**config.mk**
```make
export PLATFORM = sky130hd
export DESIGN_NAME = if_id_queue_flat
export DESIGN_NICKNAME = d
export VERILOG_FILES = /design/src/rtl/if_id_queue_if.sv /design/src/rtl/if_id_queue.sv /design/src/flat_wrapper.sv
export SDC_FILE = /design/constraint.sdc
export NUM_CORES = 1
export LEC_CHECK = 0
export CAP_MARGIN = 20
export CORE_UTILIZATION = 46
export CTS_CLUSTER_SIZE = 14
export DETAILED_ROUTE_END_ITERATION = 10
export GPL_TIMING_DRIVEN = 0
export PLACE_DENSITY_LB_ADDON = 0.1
export SETUP_SLACK_MARGIN = 0.4
export SYNTH_ARGS = -nofsm -noshare
export SYNTH_HDL_FRONTEND = slang
export SYNTH_SLANG_ARGS = --single-unit
```
**constraint.sdc**
```tcl
create_clock -name clk -period 2.8 [get_ports clk]
set_input_delay 0.56 -clock clk [delete_from_list [all_inputs] [get_ports clk]]
set_output_delay 0.56 -clock clk [all_outputs]
set_load 0.01 [all_outputs]
```
**src/rtl/if_id_queue_if.sv**
```systemverilog
// -----------------------------------------------------------------------------
// if_id_queue_if
// Handshake bundle between the fetch stage, the IF/ID queue and decode.
//   master : fetch/decode side (drives instr_in, pc_next_in, fetch_valid_in,
//            flush_in, decode_ready_in; observes the queue outputs)
//   slave  : the queue itself (the reverse directions)
// Optional: bubble_cnt_out exists only when IF_ID_QUEUE_BUBBLE_CNT_EN is defined.
// -----------------------------------------------------------------------------
interface if_id_queue_if;
   logic [15:0] instr_in;
   logic [15:0] pc_next_in;
   logic        fetch_valid_in;
   logic        fetch_ready_out;
   logic        flush_in;
   logic        decode_ready_in;
   logic [15:0] instr_out;
   logic [15:0] pc_next_out;
   logic        valid_out;
   logic [1:0]  count_out;
`ifdef IF_ID_QUEUE_BUBBLE_CNT_EN
   logic [15:0] bubble_cnt_out;
`endif

   modport master (
      output instr_in,
      output pc_next_in,
      output fetch_valid_in,
      output flush_in,
      output decode_ready_in,
      input  fetch_ready_out,
      input  instr_out,
      input  pc_next_out,
      input  valid_out,
      input  count_out
`ifdef IF_ID_QUEUE_BUBBLE_CNT_EN
      ,
      input  bubble_cnt_out
`endif
   );

   modport slave (
      input  instr_in,
      input  pc_next_in,
      input  fetch_valid_in,
      input  flush_in,
      input  decode_ready_in,
      output fetch_ready_out,
      output instr_out,
      output pc_next_out,
      output valid_out,
      output count_out
`ifdef IF_ID_QUEUE_BUBBLE_CNT_EN
      ,
      output bubble_cnt_out
`endif
   );
endinterface

```
**src/rtl/if_id_queue.sv**
```systemverilog
// -----------------------------------------------------------------------------
// if_id_queue
// Two-entry FIFO between fetch and decode holding {instr, pc_next} pairs.
// Ports:
//   clk  - clock, all state changes on the rising edge
//   rst  - synchronous active-low reset
//   q    - if_id_queue_if.slave: fetch inputs, flush, decode ready, head
//          outputs (instr_out / pc_next_out / valid_out), count_out and
//          fetch_ready_out
// Configuration: define IF_ID_QUEUE_BUBBLE_CNT_EN to add bubble_cnt_out, a
// saturating count of cycles where decode was ready but the queue was empty.
// -----------------------------------------------------------------------------
module if_id_queue (
   input  logic           clk,
   input  logic           rst,
   if_id_queue_if.slave   q
);

   typedef enum logic [1:0] {
      EMPTY = 2'd0,
      ONE   = 2'd1,
      FULL  = 2'd2
   } occ_e;

   localparam logic [15:0] NOP_INSTR = 16'h0800;

   occ_e        state_r;
   occ_e        state_nxt_s;
   logic        rd_ptr_r;
   logic        wr_ptr_r;
   logic        rd_nxt_s;
   logic        wr_nxt_s;
   logic [1:0]  count_r;
   logic [1:0]  count_nxt_s;
   logic        valid_r;
   logic [15:0] instr_r;
   logic [15:0] pc_r;
   logic [15:0] instr_nxt_s;
   logic [15:0] pc_nxt_s;
   logic [31:0] mem_r [0:1];
   logic        fetch_ready_s;
   logic        enq_s;
   logic        deq_s;

   // Ready depends only on registered occupancy so fetch never sees a path from decode.
   assign fetch_ready_s     = (count_r != 2'd2);
   assign enq_s             = q.fetch_valid_in & fetch_ready_s & ~q.flush_in;
   assign deq_s             = valid_r & q.decode_ready_in & ~q.flush_in;

   assign q.fetch_ready_out = fetch_ready_s;
   assign q.valid_out       = valid_r;
   assign q.instr_out       = instr_r;
   assign q.pc_next_out     = pc_r;
   assign q.count_out       = count_r;

   // Next occupancy state, pointers and the head word that will be visible after the edge.
   always_comb begin
      state_nxt_s = state_r;
      rd_nxt_s    = rd_ptr_r;
      wr_nxt_s    = wr_ptr_r;
      count_nxt_s = count_r;
      instr_nxt_s = NOP_INSTR;
      pc_nxt_s    = 16'h0000;

      if (q.flush_in) begin
         state_nxt_s = EMPTY;
         rd_nxt_s    = 1'b0;
         wr_nxt_s    = 1'b0;
      end else begin
         case (state_r)
            EMPTY: begin
               if (enq_s) begin
                  state_nxt_s = ONE;
               end else begin
                  state_nxt_s = EMPTY;
               end
            end
            ONE: begin
               if (enq_s && !deq_s) begin
                  state_nxt_s = FULL;
               end else if (deq_s && !enq_s) begin
                  state_nxt_s = EMPTY;
               end else begin
                  state_nxt_s = ONE;
               end
            end
            FULL: begin
               if (deq_s) begin
                  state_nxt_s = ONE;
               end else begin
                  state_nxt_s = FULL;
               end
            end
            default: begin
               state_nxt_s = EMPTY;
            end
         endcase
         // Pointers are one bit wide, so inversion is the wrap from 1 to 0.
         if (deq_s) begin
            rd_nxt_s = ~rd_ptr_r;
         end else begin
            rd_nxt_s = rd_ptr_r;
         end
         if (enq_s) begin
            wr_nxt_s = ~wr_ptr_r;
         end else begin
            wr_nxt_s = wr_ptr_r;
         end
      end

      case (state_nxt_s)
         EMPTY:   count_nxt_s = 2'd0;
         ONE:     count_nxt_s = 2'd1;
         FULL:    count_nxt_s = 2'd2;
         default: count_nxt_s = 2'd0;
      endcase

      // The incoming word becomes head only when it lands in the slot the
      // read pointer will point at (queue was empty, or ONE with enq+deq).
      if (state_nxt_s == EMPTY) begin
         instr_nxt_s = NOP_INSTR;
         pc_nxt_s    = 16'h0000;
      end else if (enq_s && (wr_ptr_r == rd_nxt_s)) begin
         instr_nxt_s = q.instr_in;
         pc_nxt_s    = q.pc_next_in;
      end else begin
         instr_nxt_s = mem_r[rd_nxt_s][31:16];
         pc_nxt_s    = mem_r[rd_nxt_s][15:0];
      end
   end

   // Occupancy FSM with registered head, valid and count outputs.
   always_ff @(posedge clk) begin
      if (!rst) begin
         state_r  <= EMPTY;
         rd_ptr_r <= 1'b0;
         wr_ptr_r <= 1'b0;
         count_r  <= 2'd0;
         valid_r  <= 1'b0;
         instr_r  <= NOP_INSTR;
         pc_r     <= 16'h0000;
      end else begin
         state_r  <= state_nxt_s;
         rd_ptr_r <= rd_nxt_s;
         wr_ptr_r <= wr_nxt_s;
         count_r  <= count_nxt_s;
         valid_r  <= (state_nxt_s != EMPTY);
         instr_r  <= instr_nxt_s;
         pc_r     <= pc_nxt_s;
      end
   end

   // Entry storage; contents are don't-care whenever the slot is not occupied.
   always_ff @(posedge clk) begin
      if (rst && enq_s) begin
         mem_r[wr_ptr_r] <= {q.instr_in, q.pc_next_in};
      end else begin
         mem_r[wr_ptr_r] <= mem_r[wr_ptr_r];
      end
   end

`ifdef IF_ID_QUEUE_BUBBLE_CNT_EN
   logic [15:0] bubble_cnt_r;
   logic        bubble_s;

   assign bubble_s         = q.decode_ready_in & (count_r == 2'd0) & ~q.flush_in;
   assign q.bubble_cnt_out = bubble_cnt_r;

   // Saturating count of decode-ready cycles that found the queue empty.
   always_ff @(posedge clk) begin
      if (!rst) begin
         bubble_cnt_r <= 16'h0000;
      end else if (bubble_s && (bubble_cnt_r != 16'hFFFF)) begin
         bubble_cnt_r <= bubble_cnt_r + 16'd1;
      end else begin
         bubble_cnt_r <= bubble_cnt_r;
      end
   end
`endif

endmodule

```
**src/flat_wrapper.sv**
```systemverilog
// flat-port wrapper written by rule: the top's interface ports become plain ports
module if_id_queue_flat 
  (clk, rst, q_instr_in, q_pc_next_in, q_fetch_valid_in, q_flush_in, q_decode_ready_in, q_fetch_ready_out, q_instr_out, q_pc_next_out, q_valid_out, q_count_out);
  if_id_queue_if q_i ();
  input  logic clk;
  input  logic rst;
  input wire logic [$bits(q_i.instr_in)-1:0] q_instr_in;
  input wire logic [$bits(q_i.pc_next_in)-1:0] q_pc_next_in;
  input wire logic [$bits(q_i.fetch_valid_in)-1:0] q_fetch_valid_in;
  input wire logic [$bits(q_i.flush_in)-1:0] q_flush_in;
  input wire logic [$bits(q_i.decode_ready_in)-1:0] q_decode_ready_in;
  output wire logic [$bits(q_i.fetch_ready_out)-1:0] q_fetch_ready_out;
  output wire logic [$bits(q_i.instr_out)-1:0] q_instr_out;
  output wire logic [$bits(q_i.pc_next_out)-1:0] q_pc_next_out;
  output wire logic [$bits(q_i.valid_out)-1:0] q_valid_out;
  output wire logic [$bits(q_i.count_out)-1:0] q_count_out;
  assign q_i.instr_in = q_instr_in;
  assign q_i.pc_next_in = q_pc_next_in;
  assign q_i.fetch_valid_in = q_fetch_valid_in;
  assign q_i.flush_in = q_flush_in;
  assign q_i.decode_ready_in = q_decode_ready_in;
  assign q_fetch_ready_out = q_i.fetch_ready_out;
  assign q_instr_out = q_i.instr_out;
  assign q_pc_next_out = q_i.pc_next_out;
  assign q_valid_out = q_i.valid_out;
  assign q_count_out = q_i.count_out;
  if_id_queue u_core (.clk(clk), .rst(rst), .q(q_i));
endmodule
```
==> summary.md, run 1 <==
| Metric | Value |
|---|---|
| PwrDens | `between 500 and 600 mW/mm2` |
| Final setup viols | `0` |
| Die Span X | `92.93 um` |
| Final Hold Viols | `0` |
| CP max stage cell | `mux2i_4` |
| Crit end category | `register` |
| Htree depth | `3` |
| Clock latency on the worst-skew pair | `about 0.36 ns` |
| Vias in the first global route | `2176` |
| Remaining DRCs | `0` |
| Worst Skew | `approximately 0.008 ns` |
| Crit path from | `q_decode_ready_in` |
| Post-Synth Simple-Gate Area | `6.349%` |
| Most common cell after layout, fill and taps aside | `clkdlybuf4s50_1` |
| Startpoint types | `primary input` |
| Sw Ratio | `20.37%` |
| Critical path buffer and inverter count | `2` |
| CTS buffer count | `9` |
| Worst Tran Pin Value | `0.4288 ns` |
| CP delay by family, top | `multiplexers` |
| Dpl cell area | `0.004711 mm2` |
| Psw | `565.3 uW` |
| Largest net degree at the start of global routing | `17` |
| Minimum clock period | `2.216 ns` |
| Iter 0 DRT Violations | `90` |
| Largest family of logic cells by synthesized area | `multiplexers` |
| Mux cell area share after synthesis | `9.901%` |
| IO buf count | `72` |
| Cell count along the critical path | `7` |
| Max Fanout on Critical Path | `10` |
| Unique cell type count in the Yosys netlist | `25` |
| Clock sinks | `103` |
| Syn nets | `277` |
| Die area | `between 0.008 and 0.009 mm2` |
| Slew HR | `70.80%` |
| Starting density of the core | `48.47%` |
| Die extent in y | `92.93 um` |
| Worst path cell trace | `clkdlybuf4s50_1 -> nand2_2 -> mux2i_4 -> mux2i_4 -> buf_6 -> nand2_1 -> o211a_1` |
| FF-to-FF setup slack | `0.91 ns` |
| CTS Hold Bufs | `0` |
| Syn avg cell area | `15.85 um2` |
| Power Internal | `2210 uW` |
| Post-route cell area | `0.004950 mm2` |
| NumNets Final | `369` |
| Crit path capture | `u_core.q.instr_out[8]` |
| Layout area overhead | `30.13%` |
| Worst vdd ir | `0.3458 mV` |
| FF-to-FF End | `u_core.q.instr_out[8]` |
| Clock Power Share | `33.4%` |
| CORE AREA | `roughly 0.0078 mm2` |
| Synthesized instance count | `240` |
| Initial antenna violation count | `0` |
| Clk root buf | `clkbuf_8` |
| Maxcap violations | `0` |
| Routed Antenna Nets | `0` |
| Worst-path clk slew | `0.08 ns` |
| P_leak | `0.002225 uW` |
| Global route overflow | `0` |
| Status | `finished clean` |
| Via/cell ratio | `5.091` |
| Diodes inserted | `0` |
| Final period util | `79.15%` |
| Number of synthesized flops with an enable pin | `64` |
| CP required | `just over 3 ns` |
| Synth Area in Compound Gates | `between 9 and 10%` |
| Post-Synth XOR/XNOR Area | `0.6908%` |
| Pre-antenna DRT Iters | `4` |
| Via count | `approximately 2200` |
| R2R depth | `6` |
| CP most frequent cell | `mux2i_4` |
| First-pass GRT wire length | `10.98 mm` |
| Syn Std Cell Area | `0.003804 mm2` |
| CTS Buffer Depth | `2` |
| Yosys reg bits | `approximately 100` |
| Yosys warns | `0` |
| Std cell rows | `32` |
| Top_reg_cell synth | `edfxtp_1` |
| Total power draw | `approximately 2800 uW` |
| CTS tree | `yes` |
| Flop pwr share | `59.4%` |
| Fmax | `451.2 MHz` |
| Ports | `73` |
| Post-synthesis adder-cell area fraction | `0%` |
| RSZ-0062 raised after global routing | `false` |
| Asr flop ratio synth | `0%` |
| Core Util, Final | `63.07%` |
| HP Class | `register to register` |
| Share of cells above drive strength 1 | `about an eighth` |
| DP HPWL | `4.492 mm` |
| CP arrival | `2.46 ns` |
| Max-slew violation count | `0` |
| WL final | `roughly 7.0 mm` |
| Crit Path Class | `primary input to register` |
| Post-cts gate resize count | `0` |
| Reg2reg start | `u_core.q.valid_out` |
| Combinational Power Share | `about 7.2%` |
| RePlAce Congestion | `0.7065` |
| All-layer global routing usage | `17.18%` |
| Routed WL per cell | `15.86 um` |
| CP max stage delay | `0.50 ns` |
| Most frequent cells in the layout | `clkdlybuf4s50_1, edfxtp_1, dfxtp_1` |
| Seq/Total Area, Yosys | `a little under three quarters` |
==> sequential cells by signal, indices dropped and copies added (netlist names) <==
| register | count |
|---|---|
| u_core.state_r | 2 |
| u_core.q.valid_out | 1 |
| u_core.q.instr_out | 16 |
| u_core.mem_r | 64 |
| u_core.rd_ptr_r | 1 |
| u_core.q.pc_next_out | 16 |
| u_core.q.count_out | 2 |
| u_core.wr_ptr_r | 1 |
==> cells in the mapped netlist, types with 2 or more instances <==
library cell	count	area share (%)
a221oi_1	2	0.46
buf_2	5	0.66
buf_6	6	1.8
dfxtp_1	39	21
edfxtp_1	64	51
mux2i_1	32	8.4
mux2i_4	2	1.2
nand2_1	35	3.5
nand2b_1	3	0.49
nor2_1	6	0.59
o211a_1	31	8.2
xor2_1	2	0.46
==> worst register-to-register path, cell delays in order, from the launching register on <==
cell and delay, ns:
dfxtp_1 0.36, nand2_2 0.16, mux2i_4 0.37, mux2i_4 0.50, buf_6 0.21, nand2_1 0.06
o211a_1 0.13
==> how the worst min path moves through the flow <==
stage,start,end,slack (ns),cells after the start
after detailed placement,u_core.state_r[0],u_core.state_r[1],0.51,2
final,u_core.state_r[0],u_core.state_r[1],0.52,2
after CTS,u_core.state_r[0],u_core.state_r[1],0.52,2
after global placement,u_core.state_r[0],u_core.state_r[1],0.50,2
after global routing,u_core.state_r[0],u_core.state_r[1],0.54,2
after floorplan,u_core.state_r[0],u_core.q.count_out[1],0.48,2
==> per-layer routing <==
| layer | track usage (%) | share of wire, % | routed length [um] |
|---|---|---|---|
| met5 | 0 | 0 | 0 |
| met4 | 9.615 | 2.1 | 149 |
| met3 | 3.530 | 4.6 | 320 |
| met2 | 27.02 | 46 | 3210 |
| met1 | 22.14 | 47 | 3280 |
==> through the flow <==
step	setup slack [ns]	std cells	setup TNS, ns	hold WS, ns
floorplan	0.02022	240	0	0.4839
global placement	-1.369	414	-74.16	0.5049
detailed placement	-0.03806	418	-0.4029	0.5089
CTS	0.4348	435	0	0.5217
global route	0.4753	439	0	0.5442
finish	0.5838	439	0	0.5219
==> power groups by stage <==
stage                     clock, uW  combinational (uW)  sequential (uW)
final                           927                 200             1650
after global routing           1010                 216             1650
after CTS                       951                 202             1650
after detailed placement          0                 199             1680
after global placement            0                 193             1680
after floorplan                   0                77.7             1690
==> timing repair <==
action,4_1_cts,5_1_grt
buffers inserted,1,4
pin swaps,2,1
setup endpoints to repair,31,30
endpoints found under the hold margin,0,0
==> kinds of logic after synthesis <==
group	count (synthesis)
compound gates	36
xor+xnor	3
buf+inv	13
flops	103
mux	35
simple gates	50
==> cell type report <==
type	count	area (um2)
plain buffers	12	100.1
clock buffers	13	158.9
clock inverters	3	42.54
fillers	642	2898
inverters	1	3.754
multi-input cells	124	1003
flip-flops and latches	103	2703
well taps	102	127.6
repair buffers	81	810.8
Power figures use the tool's default switching activity.
==> inputs of run 2 (changes only) <==
==> constraint.sdc (replaced) <==
create_clock -name clk -period 1.9 [get_ports clk]
set_input_delay 0.38 -clock clk [delete_from_list [all_inputs] [get_ports clk]]
set_output_delay 0.38 -clock clk [all_outputs]
set_load 0.01 [all_outputs]
==> summary.md, run 2 (same netlist as run 1, synthesis figures left out) <==
| Metric | Value |
|---|---|
| Status | `finished clean` |
| RSZ-0062 raised after global routing | `true` |
| Largest net degree at the start of global routing | `17 (unchanged)` |
| CTS Hold Bufs | `0 (unchanged)` |
| Most frequent cells in the layout | `edfxtp_1, dlygate4sd2_1, dfxtp_1` |
| Max-slew violation count | `0 (unchanged)` |
| Max Fanout on Critical Path | `5 (-5)` |
| Cell count along the critical path | `9 (+2)` |
| CTS tree | `yes` |
| CP delay by family, top | `buffers and inverters` |
| Std cell rows | `32 (unchanged)` |
| Reg2reg start | `u_core.q.count_out[1]` |
| Starting density of the core | `48.47% (unchanged)` |
| CP arrival | `1.92 ns (-0.54 ns)` |
| NumNets Final | `390 (+5.7%)` |
| All-layer global routing usage | `18.96% (+1.8 points)` |
| CP required | `2.15 ns (-0.90 ns)` |
| Most common cell after layout, fill and taps aside | `edfxtp_1` |
| Share of cells above drive strength 1 | `23.53% (+10 points)` |
| Setup TNS | `0 ns (unchanged)` |
| Crit path from | `u_core.q.count_out[1]` |
| Crit Path Class | `register to register` |
| Final setup viols | `0 (unchanged)` |
| IO buf count | `72 (unchanged)` |
| Final Hold Viols | `0 (unchanged)` |
| P_leak | `0.002533 uW (+14%)` |
| Crit end category | `register` |
| Final period util | `87.95%` |
| CTS buffer count | `9 (unchanged)` |
| Worst Tran Pin Value | `0.3447 ns (-0.08410 ns)` |
| Crit path capture | `u_core.q.pc_next_out[3]` |
| Pre-antenna DRT Iters | `4 (unchanged)` |
| Hold WS | `0.4544 ns (-0.06750 ns)` |
| CTS Buffer Depth | `2 (unchanged)` |
| Vias in the first global route | `2441 (+12%)` |
| Worst path cell trace | `nor2b_4 -> buf_6 -> nor3_4 -> buf_16 -> buf_12 -> mux2i_4 -> buf_12 -> buf_8 -> o211a_1` |
| Worst-path clk slew | `0.09 ns (about the same)` |
| Remaining DRCs | `0 (unchanged)` |
| DP Worst Slack | `-0.6525 ns (-0.6145 ns)` |
| First-pass GRT wire length | `12.21 mm (+11%)` |
| Routed WL per cell | `16.64 um (+5.0%)` |
| Worst Skew | `0.01283 ns (+0.005045 ns)` |
| Ports | `73 (unchanged)` |
| Via/cell ratio | `5.139 (+0.95%)` |
| Critical path buffer and inverter count | `5 (+3)` |
| HP Class | `primary input to register` |
| CP most frequent cell | `buf_12` |
| Startpoint types | `register` |
| Slew HR | `76.56% (+5.8 points)` |
| Layout area overhead | `38.19%` |
| Largest Register | `u_core.mem_r` |
| PwrDens | `754.5 mW/mm2 (+35%)` |
| Die Span X | `92.93 um (unchanged)` |
| R2R depth | `9 (+3)` |
| Die extent in y | `92.93 um (unchanged)` |
| CP max stage delay | `0.33 ns (-0.17 ns)` |
| Iter 0 DRT Violations | `97 (+7.8%)` |
| Clk root buf | `clkbuf_8` |
| Dpl cell area | `0.004751 mm2 (+0.85%)` |
| CP max stage cell | `dfxtp_2` |
| RePlAce Congestion | `0.7186 (+1.7%)` |
| Minimum clock period | `between 1.5 and 2 ns` |
| Via count | `2359 (+5.5%)` |
| Die area | `0.008636 mm2 (unchanged)` |
| Diodes inserted | `0 (unchanged)` |
| Clock latency on the worst-skew pair | `0.36 ns (about the same)` |
| Maxcap violations | `0 (unchanged)` |
| WL final | `7.639 mm (+9.7%)` |
| FF-to-FF setup slack | `0.23 ns (-0.68 ns)` |
| Global route overflow | `0 (unchanged)` |
| Htree depth | `3 (unchanged)` |
| Post-route cell area | `0.005256 mm2 (+6.2%)` |
| Max reg flops | `64 (unchanged)` |
| Clock sinks | `103 (unchanged)` |
| Initial antenna violation count | `0 (unchanged)` |
| Routed Antenna Nets | `0 (unchanged)` |
| CORE AREA | `0.007848 mm2 (unchanged)` |
| Final WS setup | `0.2290 ns (-0.3548 ns)` |
| Fmax | `598.4 MHz` |
| FF-to-FF End | `u_core.q.pc_next_out[3]` |
| Worst vdd ir | `0.5152 mV (+49%)` |
| DP HPWL | `4.599 mm (+2.4%)` |
## run 2: changes by cell type in the layout (fill, tap and decap cells not counted), moves of 2 or more
cell | before | now
inv_6 | 0 | 2
dlygate4sd2_1 | 0 | 38
dfxtp_2 | 0 | 4
dfxtp_1 | 39 | 35
mux2i_2 | 0 | 2
buf_12 | 0 | 6
clkbuf_8 | 11 | 9
nand2_1 | 35 | 24
buf_6 | 8 | 14
buf_2 | 5 | 0
clkdlybuf4s50_1 | 72 | 32
nand2_2 | 1 | 11
buf_4 | 6 | 15
## run 2: report_power, final
group          internal [uW]  switching (uW)  total, uW
logic                    188             153        342
registers               2420            13.5       2430
clock network            474             720       1190
total                   3080             887       3970
## run 2: per-layer routing
metal	track usage (%)	part of all wire (%)	vias to the layer above	routed length, um
li1	-	-	1125	-
met1	23.30	45	1167	3408
met2	32.41	49	55	3759
met3	3.284	4.5	12	342
met4	8.846	1.7	0	129
met5	0	0	-	0
## run 2: repair_timing
item | in CTS | in global routing
cloned | 7 | 1
endpoints found under the setup margin | 115 | 71
resized for setup | 73 | 18
pin swaps | 3 | 11
buffers inserted | 16 | 1
## run 2: area by class of cell
type                            instances  area, um2
Buffer                                 12      131.4
Clock buffer                           10      127.6
Clock inverter                          5      33.78
Fill cell                             598       2591
Inverter                                1      6.256
Multi-Input combinational cell        126       1096
Sequential cell                       103       2708
Tap cell                              102      127.6
Timing Repair Buffer                  100       1026
## run 2: worst min-delay path by stage
stage,end,startpoint,cells after the start
5_1_grt,u_core.state_r[1],q_decode_ready_in,2
4_1_cts,u_core.state_r[1],q_decode_ready_in,2
2_1_floorplan,u_core.q.count_out[1],u_core.state_r[0],2
6_report,u_core.state_r[1],q_decode_ready_in,2
3_3_place_gp,u_core.q.count_out[1],u_core.state_r[0],2
3_5_place_dp,u_core.state_r[1],u_core.state_r[0],2
## run 2: stage by stage
| step | total power, uW | utilization [%] | instances |
|---|---|---|---|
| after floorplan | 2606 | - | 240 |
| final | 3966 | 66.98 | 459 |
| after detailed placement | 2780 | 60.54 | 419 |
| after CTS | 3987 | 66.01 | 457 |
| after global routing | 4093 | 66.98 | 459 |
| after global placement | 2766 | 59.47 | 414 |
==> RTL change 1, RTL diff (settings of run 2) <==
Re-encode `occ_e` (3 values) as one-hot, 3 bits wide.
--- a/src/rtl/if_id_queue.sv
+++ b/src/rtl/if_id_queue.sv
@@ -16,10 +16,10 @@
    if_id_queue_if.slave   q
 );
 
-   typedef enum logic [1:0] {
-      EMPTY = 2'd0,
-      ONE   = 2'd1,
-      FULL  = 2'd2
+   typedef enum logic [2:0] {
+      EMPTY = 3'b001,
+      ONE   = 3'b010,
+      FULL  = 3'b100
    } occ_e;
 
    localparam logic [15:0] NOP_INSTR = 16'h0800;
Function: same outputs for any inputs over 10 cycles, from zero or initial values and one cycle with rst low; not proved beyond that.
==> RTL change 1 against run 2 <==
The run now ends with setup timing left; combinational power up 40%; wire length up 56%; total power up 7.6%; clock skew down 3.1 ps; non-clock buffer count up 23; sequential cell count up 1; highest routed layer unchanged; final area up 17%; synthesized area up 20%; setup slack worse by 250 ps; via count up 66%; critical path type unchanged; first-iteration DRC count rose to 2.7 times the old value; largest power group unchanged.
==> RTL change 1: results (changes against run 2) <==
{| class="wikitable"
! Metric !! Value
|-
| Kind of cell adding the most delay to the critical path || compound AO/OA/AOI/OAI gates
|-
| 1st-pass router iterations || 5 (+1)
|-
| Post-route non-filler standard cell count || 681 (+48%)
|-
| Violations in the final reports || setup timing
|-
| RD Place Congestion || 0.7855 (+9.3%)
|-
| Pin count of the biggest net entering global routing || 18 (+1)
|-
| Top cells by count, synth || nor2_1, nor3_1, edfxtp_1
|-
| Outcome || complete, but fails checks
|-
| Clock Path Buffers || 2 (unchanged)
|-
| Max Fanout on Critical Path || 7 (+2)
|-
| Max FFs per register || 64 (unchanged)
|-
| Number of core rows || 35 (+9.4%)
|-
| Detailed-route wire length per cell || 17.51 um (+5.2%)
|-
| Syn Inst Count || 433 (+80%)
|-
| Post-Syn Nets || 472 (+70%)
|-
| Post-cts resize count || 66 (-9.6%)
|-
| Number of DRC markers after the initial detailed-route iteration || 262 (+170%)
|-
| Share of synthesized area occupied by flip-flops and latches || 0.5980 (-0.1126)
|-
| Initial antenna violation count || 0 (unchanged)
|-
| First element of the critical path || u_core.q.count_out[0]
|-
| Final setup viols || 9 (+9)
|-
| Number of setup buffers added after CTS || 26 (+10)
|-
| Largest voltage drop on the vdd net || 398.1 uV (-23%)
|-
| Later-pin clock latency in the skew report || 380 ps (+20 ps)
|-
| Proportion of layout cells with a drive suffix above 1 || 0.1793 (-0.05595)
|-
| Relative slew slack || 0.5212 (-0.2444)
|-
| Post-DP HPWL || 7291 um (+59%)
|-
| Maximum level of the CTS H-tree || 3 (unchanged)
|-
| Reg with most FFs || u_core.mem_r
|-
| Cell chosen for the clock root || clkbuf_8
|-
| Area contributors post-synth || edfxtp_1, dfxtp_1, nor2_1
|-
| Fraction of registers with async set or reset after synthesis || 0 (unchanged)
|-
| Delay contributed by the slowest stage of the critical path || about 340 ps
|-
| Final layout net count || 586 (+50%)
|-
| Number of filler instances in the final layout || 770 (+29%)
|-
| Total leakage power || 2.211 nW (-13%)
|-
| Main synth FF type || edfxtp_1
|-
| Post-CTS clock slew at the launch and capture registers of the worst setup and hold paths || around 100 ps
|-
| Total track usage || 0.2508 (+0.06121)
|-
| Distinct cells, synth || 35 (+40%)
|-
| Maximum clock skew at final layout || 9.734 ps (-3.095 ps)
|-
| Wire length of the first global-routing pass || 19430 um (+59%)
|-
| Placed cells || 634 (+51%)
|-
| Worst setup path endpoint || u_core.q.pc_next_out[13]
|-
| Hold worst-path end || u_core.rd_ptr_r
|-
| PnR worst setup slack || -18.86 ps (-247.8 ps)
|-
| Total number of vias || 3908 (+66%)
|-
| Cells on Worst Hold Path || 4 (+2)
|}
RTL change 1: cell count changes after synthesis, sizes merged, moves of 3 or more:
cell	delta
mux2i	-34
nand2	-34
o2111a	+31
buf	+6
o211a	-31
o21a	+3
o21ai	+63
nor2	+97
nor3	+65
clkbuf	+16
RTL change 1: final cells by class:
cell class	instances	area, um2	area share
Sequential cell	104	2726	0.4444
Multi-Input combinational cell	294	1800	0.2935
Timing Repair Buffer	102	1028	0.1677
Buffer	33	216.5	0.03528
Tap cell	129	161.4	0.02631
Clock buffer	11	152.6	0.02488
Clock inverter	5	37.54	0.006119
Inverter	3	11.26	0.001836
RTL change 1: power breakdown:
group	switching, mW	total [mW]	internal (mW)
sequential	0.0132	2.46	2.44
combinational	0.261	0.479	0.217
clock	0.768	1.33	0.562
RTL change 1: cell families after synthesis:
group	synth area share
xor gates and xnor gates	0.001924
DFF	0.5980
adders and majority gates	0.005495
AOI/OAI and AO/OA	0.1717
and+or+nand+nor	0.1811
buffers and inverters	0.04177
RTL change 1: through the flow:
step	area (um2)	hold WS, ps	setup TNS [ps]	power (mW)	worst slack, ps
2_1_floorplan	4647	478.9	0	2.716	113.7
3_3_place_gp	5529	614.4	-76860	2.925	-920.6
3_5_place_dp	5529	629.1	-79680	2.936	-966.4
4_1_cts	6083	519.8	-609.4	4.277	-32.21
5_1_grt	6135	567.6	-2053	4.424	-91.30
6_report	6135	530.8	-67.77	4.266	-18.86
RTL change 1: worst min-delay path: stages:
cell and delay [ps]:
dlygate4sd2_1 240, a21boi_1 100, nor2_1 100, nor2_1 40
RTL change 1: per-layer routing:
layer / GRT usage / part of all wire / wire, um
met4: 0.1182 / 0.017 / 201
met1: 0.3208 / 0.42 / 5067
met5: 0 / 0 / 0
met3: 0.04003 / 0.062 / 744
met2: 0.4186 / 0.50 / 5913
==> RTL change 2, RTL diff (flow settings as in run 2) <==
Without the edit above. Take the reset off `pc_r` and load it in a clocked block of its own.
--- a/src/rtl/if_id_queue.sv
+++ b/src/rtl/if_id_queue.sv
@@ -138,7 +138,6 @@
          count_r  <= 2'd0;
          valid_r  <= 1'b0;
          instr_r  <= NOP_INSTR;
-         pc_r     <= 16'h0000;
       end else begin
          state_r  <= state_nxt_s;
          rd_ptr_r <= rd_nxt_s;
@@ -146,8 +145,11 @@
          count_r  <= count_nxt_s;
          valid_r  <= (state_nxt_s != EMPTY);
          instr_r  <= instr_nxt_s;
-         pc_r     <= pc_nxt_s;
       end
+   end
+
+   always_ff @(posedge clk) begin
+      pc_r <= pc_nxt_s;
    end
 
    // Entry storage; contents are don't-care whenever the slot is not occupied.
Behaviour: not the same (a bounded check fails within 4 cycles, from zero or initial values and one cycle with rst low).
==> RTL change 2 against run 2 <==
The run now ends with setup timing left; sequential cell count stayed put; critical path type unchanged; final area is 7.1% higher; sequential share of layout area is 3.4 points lower; synthesized area is 12% higher; total power is 7.9% higher; wire length is 23% higher; maximum frequency is 13% lower; first-iteration DRC count is 14% higher; clock power is 8% higher; setup slack worse by 240 ps.
==> RTL change 2: results (changes against run 2) <==
{| class="wikitable"
! Metric !! Value
|-
| Met2 Usage GRT || 0.3434 (+0.01930)
|-
| Hold worst-path end || u_core.wr_ptr_r
|-
| Reg with most FFs || u_core.mem_r
|-
| Delay contributed by the slowest stage of the critical path || 360 ps (+30 ps)
|-
| Share of cell area taken by muxes after synthesis || 0 (-0.09901)
|-
| Post-route non-filler standard cell count || 510 (+11%)
|-
| Total number of vias || 2873 (+22%)
|-
| Mean instance size in the synthesized netlist || 14.44 um2 (-8.9%)
|-
| Met2 WL || 4694 um (+25%)
|-
| Max Fanout on Critical Path || 2 (-3)
|-
| Final setup viols || 2 (+2)
|-
| Placed cells || 478 (+14%)
|-
| Detailed-route wire length per cell || 18.38 um (+10%)
|-
| Number of DRC markers after the initial detailed-route iteration || 111 (+14%)
|-
| PnR worst setup slack || -14.70 ps (-243.7 ps)
|-
| Total leakage power || 2.421 nW (-4.4%)
|-
| Highest metal layer used by the detailed router || met4
|-
| Aggregate negative setup slack || -17.17 ps (-17.17 ps)
|-
| RD Place Congestion || 0.7132 (-0.75%)
|-
| Share of synthesized area occupied by flip-flops and latches || 0.6344 (-0.07617)
|-
| Area contributors post-synth || edfxtp_1, dfxtp_1, o211a_1
|-
| Total track usage || 0.2053 (+0.01574)
|-
| Post-DP HPWL || 5785 um (+26%)
|-
| Reg-to-reg critical path startpoint || u_core.q.valid_out
|-
| Post-synthesis compound-gate area fraction || 0.2347 (+0.1419)
|-
| Post-Syn Nets || 333 (+20%)
|-
| 1st-pass router iterations || 8 (+4)
|-
| Number of filler instances in the final layout || 733 (+23%)
|-
| Wire length of the first global-routing pass || 15150 um (+24%)
|-
| Cells on Worst Hold Path || 4 (+2)
|-
| Kind of cell adding the most delay to the critical path || compound AO/OA/AOI/OAI gates
|-
| Violations in the final reports || setup timing
|-
| Worst setup path endpoint || u_core.q.instr_out[4]
|-
| Crit path arrival time || 2210 ps (+290 ps)
|-
| Met1 layer wirelength in the final routing || 4280 um (+26%)
|-
| Placement-stage cell area || 5281 um2 (+11%)
|-
| Largest voltage drop on the vdd net || 432.5 uV (-16%)
|-
| Synthesized-area fraction occupied by adder cells || 0.002937 (+0.002937)
|-
| Post-cts resize count || 49 (-33%)
|-
| Number of buffers inserted during clock tree synthesis || 9 (unchanged)
|-
| Pin count of the biggest net entering global routing || 20 (+3)
|-
| Maximum clock skew at final layout || 13.34 ps (+0.5125 ps)
|-
| Relative slew slack || 0.6616 (-0.1040)
|-
| Worst slack, placed || -981.2 ps (-328.7 ps)
|-
| Outcome || complete, but fails checks
|-
| Total length of routed met3 wires || 324 um (-5.3%)
|-
| Met3 capacity usage during global routing || 0.04796 (+0.01512)
|-
| Final layout net count || 435 (+12%)
|-
| Clock Path Buffers || 2 (unchanged)
|-
| Min-Delay Startpoint || rst
|-
| Top cells by count, synth || edfxtp_1, dfxtp_1, inv_1
|-
| Area fraction of the dominant cell type after synthesis || 0.4511 (-0.05416)
|}
## RTL change 2: cell count changes after synthesis, moves of 4 or more
cell | before | now
nor2_1 | 6 | 2
nor3_1 | 0 | 4
o221ai_2 | 0 | 10
inv_1 | 0 | 34
o221ai_1 | 0 | 21
clkbuf_1 | 0 | 6
mux2i_1 | 32 | 0
o211ai_1 | 0 | 31
nand2_1 | 35 | 2
clkbuf_8 | 0 | 4
## RTL change 2: area by class of cell
type                       count  area [um2]  share of cell area
sequential                   103        2708              0.4811
multi-input combinational    133        1299              0.2308
timing repair buffer          91       917.1              0.1630
buffer                        25       255.2             0.04535
clock buffer                  10       137.6             0.02446
tap                          108       135.1             0.02401
inverter                      34       127.6             0.02268
clock inverter                 6       48.80            0.008671
## RTL change 2: report_power, final
group	internal [mW]	leakage (nW)	total, mW	switching (mW)
Combinational	0.264	1.42	0.527	0.263
Sequential	2.44	0.902	2.46	0.0201
Clock	0.532	0.0981	1.29	0.763
